==> config.mk <==
export PLATFORM = sky130hd
export DESIGN_NAME = afe_readback_check
export DESIGN_NICKNAME = d
export VERILOG_FILES = /design/src/rtl/afe_readback_check.sv
export SDC_FILE = /design/constraint.sdc
export NUM_CORES = 1
export LEC_CHECK = 0
export ABC_AREA = 1
export CAP_MARGIN = 20
export CELL_PAD_IN_SITES_DETAIL_PLACEMENT = 2
export CELL_PAD_IN_SITES_GLOBAL_PLACEMENT = 2
export CORE_MARGIN = 3
export CORE_UTILIZATION = 32
export DETAILED_ROUTE_END_ITERATION = 6
export PLACE_DENSITY_LB_ADDON = 0.1
export SLEW_MARGIN = 25
export SYNTH_ARGS = -nofsm -noshare
export SYNTH_HDL_FRONTEND = slang
export SYNTH_SLANG_ARGS = --single-unit
==> constraint.sdc <==
create_clock -name clk -period 3.2 [get_ports clk]
set_input_delay 0.8 -clock clk [delete_from_list [all_inputs] [get_ports clk]]
set_output_delay 0.8 -clock clk [all_outputs]
set_load 0.005 [all_outputs]
==> src/rtl/afe_readback_check.sv <==
// Post-configuration readback verifier: walks the command ROM, reads each listed AFE
// register over SPI (mode 0) and compares the returned value with the ROM's expected data.
module afe_readback_check #(
    parameter int ADDR_W   = 4,
    parameter int DATA_W   = 16,
    parameter int NUM_REGS = 8,
    parameter int SCLK_DIV = 4
) (
    input  logic                     clk,
    input  logic                     reset,
    input  logic                     start,
    output logic [7:0]               rom_address,
    input  logic [ADDR_W+DATA_W-1:0] rom_entry,
    output logic                     sclk,
    output logic                     cs_n,
    output logic                     mosi,
    input  logic                     miso,
    output logic                     busy,
    output logic                     done,
    output logic                     pass,
    output logic [7:0]               mismatch_count,
    output logic [ADDR_W-1:0]        first_fail_addr,
    output logic [DATA_W-1:0]        first_fail_data
);

    localparam int FRAME_W = 1 + ADDR_W + DATA_W;
    localparam int CNT_W   = $clog2(2 * SCLK_DIV + 1);
    localparam int BIT_W   = $clog2(FRAME_W + 1);

    localparam logic [7:0]       LAST_IDX  = 8'(NUM_REGS - 1);
    localparam logic [CNT_W-1:0] PHASE_END = CNT_W'(SCLK_DIV - 1);
    localparam logic [CNT_W-1:0] GAP_END   = CNT_W'(2 * SCLK_DIV - 1);
    localparam logic [BIT_W-1:0] LAST_BIT  = BIT_W'(FRAME_W - 1);

    localparam logic [3:0] IDLE     = 4'd0;
    localparam logic [3:0] ROM_REQ  = 4'd1;
    localparam logic [3:0] ROM_LAT  = 4'd2;
    localparam logic [3:0] CS_SETUP = 4'd3;
    localparam logic [3:0] SHIFT    = 4'd4;
    localparam logic [3:0] CS_HOLD  = 4'd5;
    localparam logic [3:0] COMPARE  = 4'd6;
    localparam logic [3:0] GAP      = 4'd7;
    localparam logic [3:0] FIN      = 4'd8;

    logic [3:0]         state_r;
    logic [7:0]         idx_r;
    logic [CNT_W-1:0]   cnt_r;
    logic [BIT_W-1:0]   bit_r;
    logic [FRAME_W-1:0] frame_sr_r;
    logic [DATA_W-1:0]  rx_sr_r;
    logic [ADDR_W-1:0]  exp_addr_r;
    logic [DATA_W-1:0]  exp_data_r;
    logic [7:0]         rom_address_r;
    logic               sclk_r;
    logic               cs_n_r;
    logic               mosi_r;
    logic               busy_r;
    logic               done_r;
    logic               pass_r;
    logic [7:0]         mm_cnt_r;
    logic [ADDR_W-1:0]  ff_addr_r;
    logic [DATA_W-1:0]  ff_data_r;
    logic               mismatch_s;
    logic [DATA_W-1:0]  rx_next_s;

    // Read-vs-expected result and the miso shift-in value for the next rising edge.
    always_comb begin
        mismatch_s = (rx_sr_r != exp_data_r);
        rx_next_s  = {rx_sr_r[DATA_W-2:0], miso};
    end

    // Sequencer: ROM fetch, SPI read frame, compare and pass bookkeeping.
    always_ff @(posedge clk) begin
        if (reset) begin
            state_r       <= IDLE;
            idx_r         <= 8'd0;
            cnt_r         <= '0;
            bit_r         <= '0;
            frame_sr_r    <= '0;
            rx_sr_r       <= '0;
            exp_addr_r    <= '0;
            exp_data_r    <= '0;
            rom_address_r <= 8'd0;
            sclk_r        <= 1'b0;
            cs_n_r        <= 1'b1;
            mosi_r        <= 1'b0;
            busy_r        <= 1'b0;
            done_r        <= 1'b0;
            pass_r        <= 1'b0;
            mm_cnt_r      <= 8'd0;
            ff_addr_r     <= '0;
            ff_data_r     <= '0;
        end else begin
            case (state_r)
                IDLE: begin
                    if (start) begin
                        state_r       <= ROM_REQ;
                        idx_r         <= 8'd0;
                        rom_address_r <= 8'd0;
                        busy_r        <= 1'b1;
                        done_r        <= 1'b0;
                        pass_r        <= 1'b0;
                        mm_cnt_r      <= 8'd0;
                        ff_addr_r     <= '0;
                        ff_data_r     <= '0;
                    end
                end
                ROM_REQ: state_r <= ROM_LAT;
                ROM_LAT: begin
                    frame_sr_r <= {1'b1, rom_entry[ADDR_W+DATA_W-1:DATA_W], {DATA_W{1'b0}}};
                    exp_addr_r <= rom_entry[ADDR_W+DATA_W-1:DATA_W];
                    exp_data_r <= rom_entry[DATA_W-1:0];
                    cs_n_r     <= 1'b0;
                    mosi_r     <= 1'b1;
                    cnt_r      <= '0;
                    state_r    <= CS_SETUP;
                end
                CS_SETUP: begin
                    if (cnt_r == PHASE_END) begin
                        cnt_r   <= '0;
                        bit_r   <= '0;
                        sclk_r  <= 1'b1;
                        rx_sr_r <= rx_next_s;
                        state_r <= SHIFT;
                    end else begin
                        cnt_r <= cnt_r + CNT_W'(1);
                    end
                end
                SHIFT: begin
                    // Falling edge advances mosi; rising edge samples miso; the low phase
                    // after the last bit's falling edge ends the shift.
                    if (cnt_r == PHASE_END) begin
                        cnt_r <= '0;
                        if (sclk_r) begin
                            sclk_r     <= 1'b0;
                            mosi_r     <= frame_sr_r[FRAME_W-2];
                            frame_sr_r <= {frame_sr_r[FRAME_W-2:0], 1'b0};
                        end else if (bit_r == LAST_BIT) begin
                            state_r <= CS_HOLD;
                        end else begin
                            sclk_r  <= 1'b1;
                            bit_r   <= bit_r + BIT_W'(1);
                            rx_sr_r <= rx_next_s;
                        end
                    end else begin
                        cnt_r <= cnt_r + CNT_W'(1);
                    end
                end
                CS_HOLD: begin
                    if (cnt_r == PHASE_END) begin
                        cnt_r   <= '0;
                        cs_n_r  <= 1'b1;
                        mosi_r  <= 1'b0;
                        state_r <= COMPARE;
                    end else begin
                        cnt_r <= cnt_r + CNT_W'(1);
                    end
                end
                COMPARE: begin
                    if (mismatch_s) begin
                        if (mm_cnt_r != 8'hFF) begin
                            mm_cnt_r <= mm_cnt_r + 8'd1;
                        end
                        if (mm_cnt_r == 8'd0) begin
                            ff_addr_r <= exp_addr_r;
                            ff_data_r <= rx_sr_r;
                        end
                    end
                    cnt_r <= '0;
                    if (idx_r == LAST_IDX) begin
                        state_r <= FIN;
                    end else begin
                        idx_r   <= idx_r + 8'd1;
                        state_r <= GAP;
                    end
                end
                GAP: begin
                    if (cnt_r == GAP_END) begin
                        cnt_r         <= '0;
                        rom_address_r <= idx_r;
                        state_r       <= ROM_REQ;
                    end else begin
                        cnt_r <= cnt_r + CNT_W'(1);
                    end
                end
                FIN: begin
                    done_r  <= 1'b1;
                    pass_r  <= (mm_cnt_r == 8'd0);
                    busy_r  <= 1'b0;
                    state_r <= IDLE;
                end
                default: begin
                    state_r <= IDLE;
                    cs_n_r  <= 1'b1;
                    sclk_r  <= 1'b0;
                    mosi_r  <= 1'b0;
                    busy_r  <= 1'b0;
                end
            endcase
        end
    end

    assign rom_address     = rom_address_r;
    assign sclk            = sclk_r;
    assign cs_n            = cs_n_r;
    assign mosi            = mosi_r;
    assign busy            = busy_r;
    assign done            = done_r;
    assign pass            = pass_r;
    assign mismatch_count  = mm_cnt_r;
    assign first_fail_addr = ff_addr_r;
    assign first_fail_data = ff_data_r;

endmodule
# Yosys cells after proc, flatten, opt, wreduce, memory -nomap -nowiden
# Index checks and enable logic that the tools add are counted.
# totals
regBits	119
out_inout_bits	42
# classes
n_addsub	4
n_eq_ne	27
muxes	56
n_bitwise	4
n_reduce_logical	26
# ops
op	count
$mux 16	7
$pmux 16 s2	2
$mux 4	13
$pmux 8 s2	3
$mux 20	2
$mux 8	5
$pmux 20 s2	1
$pmux 4 s8	1
$ne 2x2->1 const B	13
$reduce_or 7->1	3
$eq 4x3->1 const B	5
$mux 5	4
$add 8x1->8 const B	2
$ne 16x16->1	1
$eq 4x2->1 const B	3
$pmux 4 s3	1
$reduce_and 3->1	4
$reduce_and 4->1	3
$pmux 5 s2	1
$reduce_bool 2->1	5
$mux 1	9
$eq 8x3->1 const B	1
$logic_not 8->1	1
$ne 8x8->1 const B	1
other kinds (18)	26

# Logic depth before layout (Yosys ltp)
# logic_depth
ltp_word	5
ltp_mapped	13

# Worst setup path after synthesis
# Ideal clock, no wire load.
# synth_path
path_type	input-to-reg
from	input start
to	register ff_addr_r[0] (netlist: first_fail_addr[0])
setup_time_ns	0.113
arrival_ns	1.741
path_slack_ns	1.346
path_stages	8
path_cell_list	nand3_1 > nand2_2 > inv_2 > a21oi_4 > nand2_4 > buf_4 > nor2_1 > nor2_1
# synth_between
elab_chain_cells	2
# synth_lines
element	line	source
start, declared	11	input logic start,
$ne 2x2->1 (no source line)	n/a	
$reduce_and 4->1 (no source line)	n/a	
end signal, assigned	165	ff_addr_r <= exp_addr_r;
end, declared	61	logic [ADDR_W-1:0] ff_addr_r;
# Every way passes these cells.
# A chain may end at the register's enable or synchronous reset.

# Final worst setup path
# layout_path
from	register state_r[2]
to	register rx_sr_r[13]
# layout_between
elab_chain_cells	3
# layout_lines
element	line	source
start, declared	45	logic [3:0] state_r;
start signal, assigned	75	state_r <= IDLE;
start signal, assigned	97	state_r <= ROM_REQ;
start signal, assigned	108	ROM_REQ: state_r <= ROM_LAT;
$eq 4x3->1 or $eq 4x2->1 (tied branches)	94	case (state_r)
$ne 2x2->1 (no source line) or $reduce_bool 2->1 (tied branches)	n/a	
$reduce_and 5->1 (no source line)	n/a	
end signal, assigned	123	rx_sr_r <= rx_next_s;
end signal, assigned	143	rx_sr_r <= rx_next_s;
end, declared	50	logic [DATA_W-1:0] rx_sr_r;
# Parallel ways exist; a longest one is shown, timed or not.

==> summary.txt <==
Critical path
  • Worst R2R End: rx_sr_r[13]
  • Critical path buffer and inverter count: 4
  • Data arrival time of the worst path: 2700 ps
  • Slowest Stage Delay on Critical Path: approximately 380 ps
  • WS Path Type: reg2reg
  • Nature of the critical path endpoint: flip-flop
  • CP startpoint kind: flip-flop
  • CP most frequent cell: inv_1
  • Crit-path leading delay family: simple AND/OR/NAND/NOR gates
  • Cells on worst reg2reg path: 11
  • Reg2reg setup slack: a little over 700 ps
  • Sequence of cells on the critical path: inv_1 -> nor2_1 -> nand2_1 -> nand2_1 -> inv_1 -> nor2_1 -> inv_1 -> nand2_1 -> inv_1 -> o21ai_0 -> a21oi_1
  • Max FO, Critical Path: 11
  • Slowest stage cell, crit path: dfxtp_1
  • Reg2reg start: state_r[2]
  • Data required, critical path: approximately 3400 ps

Clock tree
  • Clk pin slew, worst setup/hold paths: approximately 70 ps
  • CTS tree: done
  • Resize count post-CTS: 0
  • Longest Clk Path Bufs: 2
  • Clock sink count: slightly above 100
  • Root Driver: clkbuf_16
  • Worst-skew pair later-pin latency: ~360 ps
  • # Post-CTS Setup Buffers: 0
  • CTS Hold Bufs: 0
  • H-tree depth: 3
  • CTS Buf Count: 9

Die
  • Initial Util: between 30% and 40%
  • Row count: 44
  • Die height: 129 um
  • Num ports: 66
  • Core area: 14,600 sq um
  • Full die area: ~17,000 sq um
  • Horiz. Die Dim: ~130 um

Place
  • PortBufs: 65
  • Post-placement cell area: about 5700 sq um
  • DP HPWL: between 10 and 15 mm
  • Gp weighted congestion: 0.833

Timing
  • Max_slew headroom: between 60% and 70%
  • RSZ-0062 raised after global routing: false
  • Max Freq: approximately 0.40 GHz
  • Setup TNS Final: 0 ps
  • Final setup violating endpoints: 0
  • Post-route clock skew: about 10 ps
  • Slew Viols, Final: 0
  • Worst slew pin tran: roughly 600 ps
  • Final Hold Viols: 0
  • Final period util: 77.4%
  • Final min period: about 2500 ps

Power and ir drop
  • P_int: about 3.0 mW
  • Gate power share: between 40% and 50%
  • Peak supply drop: around 340 uV
  • Leak: approximately 2.4 nW
  • Sw Pwr: roughly 2.0 mW
  • Sequential Power Share: a little under two fifths
  • Net Sw Frac: roughly two fifths
  • Power Dens Cells: 827 nW/um^2
  • Clock share of power: between 20% and 30%

Finish
  • Layout area overhead: 23.3%
  • Most frequent cells in the layout: nand2_1, nor2_1, dfxtp_1, inv_1
  • Final net count: 807
  • Design area: approximately 5900 sq um
  • Most common cell after layout, fill and taps aside: nand2_1
  • Fraction of layout cells with a size suffix above 1: 4.61%
  • Ant. Diodes: 0

Synthesis
  • Compound-Gate Fraction of Synth Area: 15.1%
  • Syn_area_per_cell: ~6.7 sq um
  • YS warnings: 0
  • Seq/Total Area, Yosys: ~43%
  • Synthesized area: 4830 sq um
  • Post-Synth Simple-Gate Area: 29.7%
  • Combinational family with the most area after synthesis: simple AND/OR/NAND/NOR gates
  • FF+latch count, synth: 103
  • Post-synth cell types: 34
  • Synth Area in Adders: about 1.6%
  • Synth Instances: 715
  • Mux cell area share after synthesis: 0%
  • Mapped Nets: 745
  • Post-synthesis xor/xnor area fraction: about 1.8%

Global routing
  • GRT overflow: 0
  • Vias in the first global route: between 5k and 6k
  • GRT Overall Usage: between 10% and 20%
  • Largest net degree at the start of global routing: 45
  • Initial antenna violation count: 0
  • First-pass GRT wire length: about 26 mm

Route
  • Vias per cell: 5.02
  • Via count: between 4k and 5k
  • Post-Route WL: between 15 and 20 mm
  • Pre-antenna DRT Iters: 4
  • Avg WL per Cell: 16.6 um
  • Drt first-iter violations: 181
  • DRC viols: 0
  • Final ANT Viol Nets: 0

Worst hold path
  • Hold Path Class: reg2reg
  • Hold wc startpoint: exp_addr_r[2]
  • Min-Delay Endpoint: exp_addr_r[2]
  • Worst Hold Depth: 2

Outcome
  • Status: finished, final reports clean

Job
  • Max Cap Viol: 0
## flip-flops by register name, summed over array words and instances, names as in the netlist
signal and cells:
mismatch_count 8, done 1, idx_r 8, rx_sr_r 16, cnt_r 4, frame_sr_r 4
first_fail_addr 4, pass 1, busy 1, rom_address 8, bit_r 5, first_fail_data 16
sclk 1, cs_n 1, exp_data_r 16, state_r 4, exp_addr_r 4, mosi 1
## synth_stat cells, drive strengths merged
library cell	instances	area share, %
a211oi	2	0.31
inv	87	6.8
or2	1	0.13
o211ai	1	0.16
nor2	122	10
xnor2	5	0.91
a31oi	3	0.39
nor3	2	0.21
nand2	168	13
buf	6	0.80
a21oi	67	7.4
nand3	43	4.6
o211a	1	0.21
ha	6	1.6
clkinv	2	0.16
nor3b	2	0.31
clkbuf	17	1.3
xor2	5	0.91
dfxtp	103	43
o21ai	64	6.6
nand4	8	1.0
## layer usage
layer  global-route usage, %  up-vias  wire [um]  share of wire, %
met4                    6.30        0        221               1.4
met2                    36.3       56       8320                52
li1                        -     2397          -                 -
met3                    3.82       14        418               2.6
met1                    23.4     2377       7090                44
met5                       0        -          0                 0
## cells by family after synthesis
| kind of cell | Yosys count |
|---|---|
| flops | 103 |
| simple gates | 346 |
| fa+ha+maj | 6 |
| compound gates | 138 |
| xor+xnor | 10 |
| buf+inv | 112 |
## worst max path at each step
stage / slack [ps] / startpoint / depth (start not counted) / to
global placement: 590 / start / 9 / first_fail_data[11]
floorplan: 1350 / start / 8 / first_fail_addr[0]
CTS: 700 / state_r[2] / 11 / rx_sr_r[13]
global route: 410 / state_r[2] / 11 / rx_sr_r[5]
detailed placement: 460 / start / 9 / first_fail_data[2]
finish: 720 / state_r[2] / 11 / rx_sr_r[13]
## cell type report
cell class / count / area (sq um)
Fill cell: 1730 / 8700
Multi-Input combinational cell: 500 / 2320
Sequential cell: 103 / 2060
Timing Repair Buffer: 74 / 718
Inverter: 89 / 337
Clock buffer: 15 / 278
Tap cell: 184 / 230
## stage by stage
stage               util (%)  worst slack, ps  hold slack [ps]  power [mW]  instances
CTS                     40.6              698              473        5.00        965
floorplan                  -             1350              430        3.09        715
global route            40.6              407              496        5.34        965
detailed placement      38.7              457              463        3.88        950
finish                  40.6              724              473        4.92        965
global placement        38.7              586              446        3.76        950
## power groups by stage
stage	Clock (mW)	Combinational, mW	Sequential [mW]
6_report	1.07	1.99	1.86
3_5_place_dp	0	1.99	1.89
2_1_floorplan	0	1.26	1.82
5_1_grt	1.16	2.27	1.91
3_3_place_gp	0	1.90	1.86
4_1_cts	1.11	2.03	1.87
## worst reg2reg max path, cell delays in order (launching register included)
cell,delay (ps)
dfxtp_1,380
inv_1,100
nor2_1,170
nand2_1,270
nand2_1,140
inv_1,70
nor2_1,230
inv_1,80
nand2_1,290
inv_1,220
o21ai_0,320
a21oi_1,80
(Power assumes the default switching activity.)
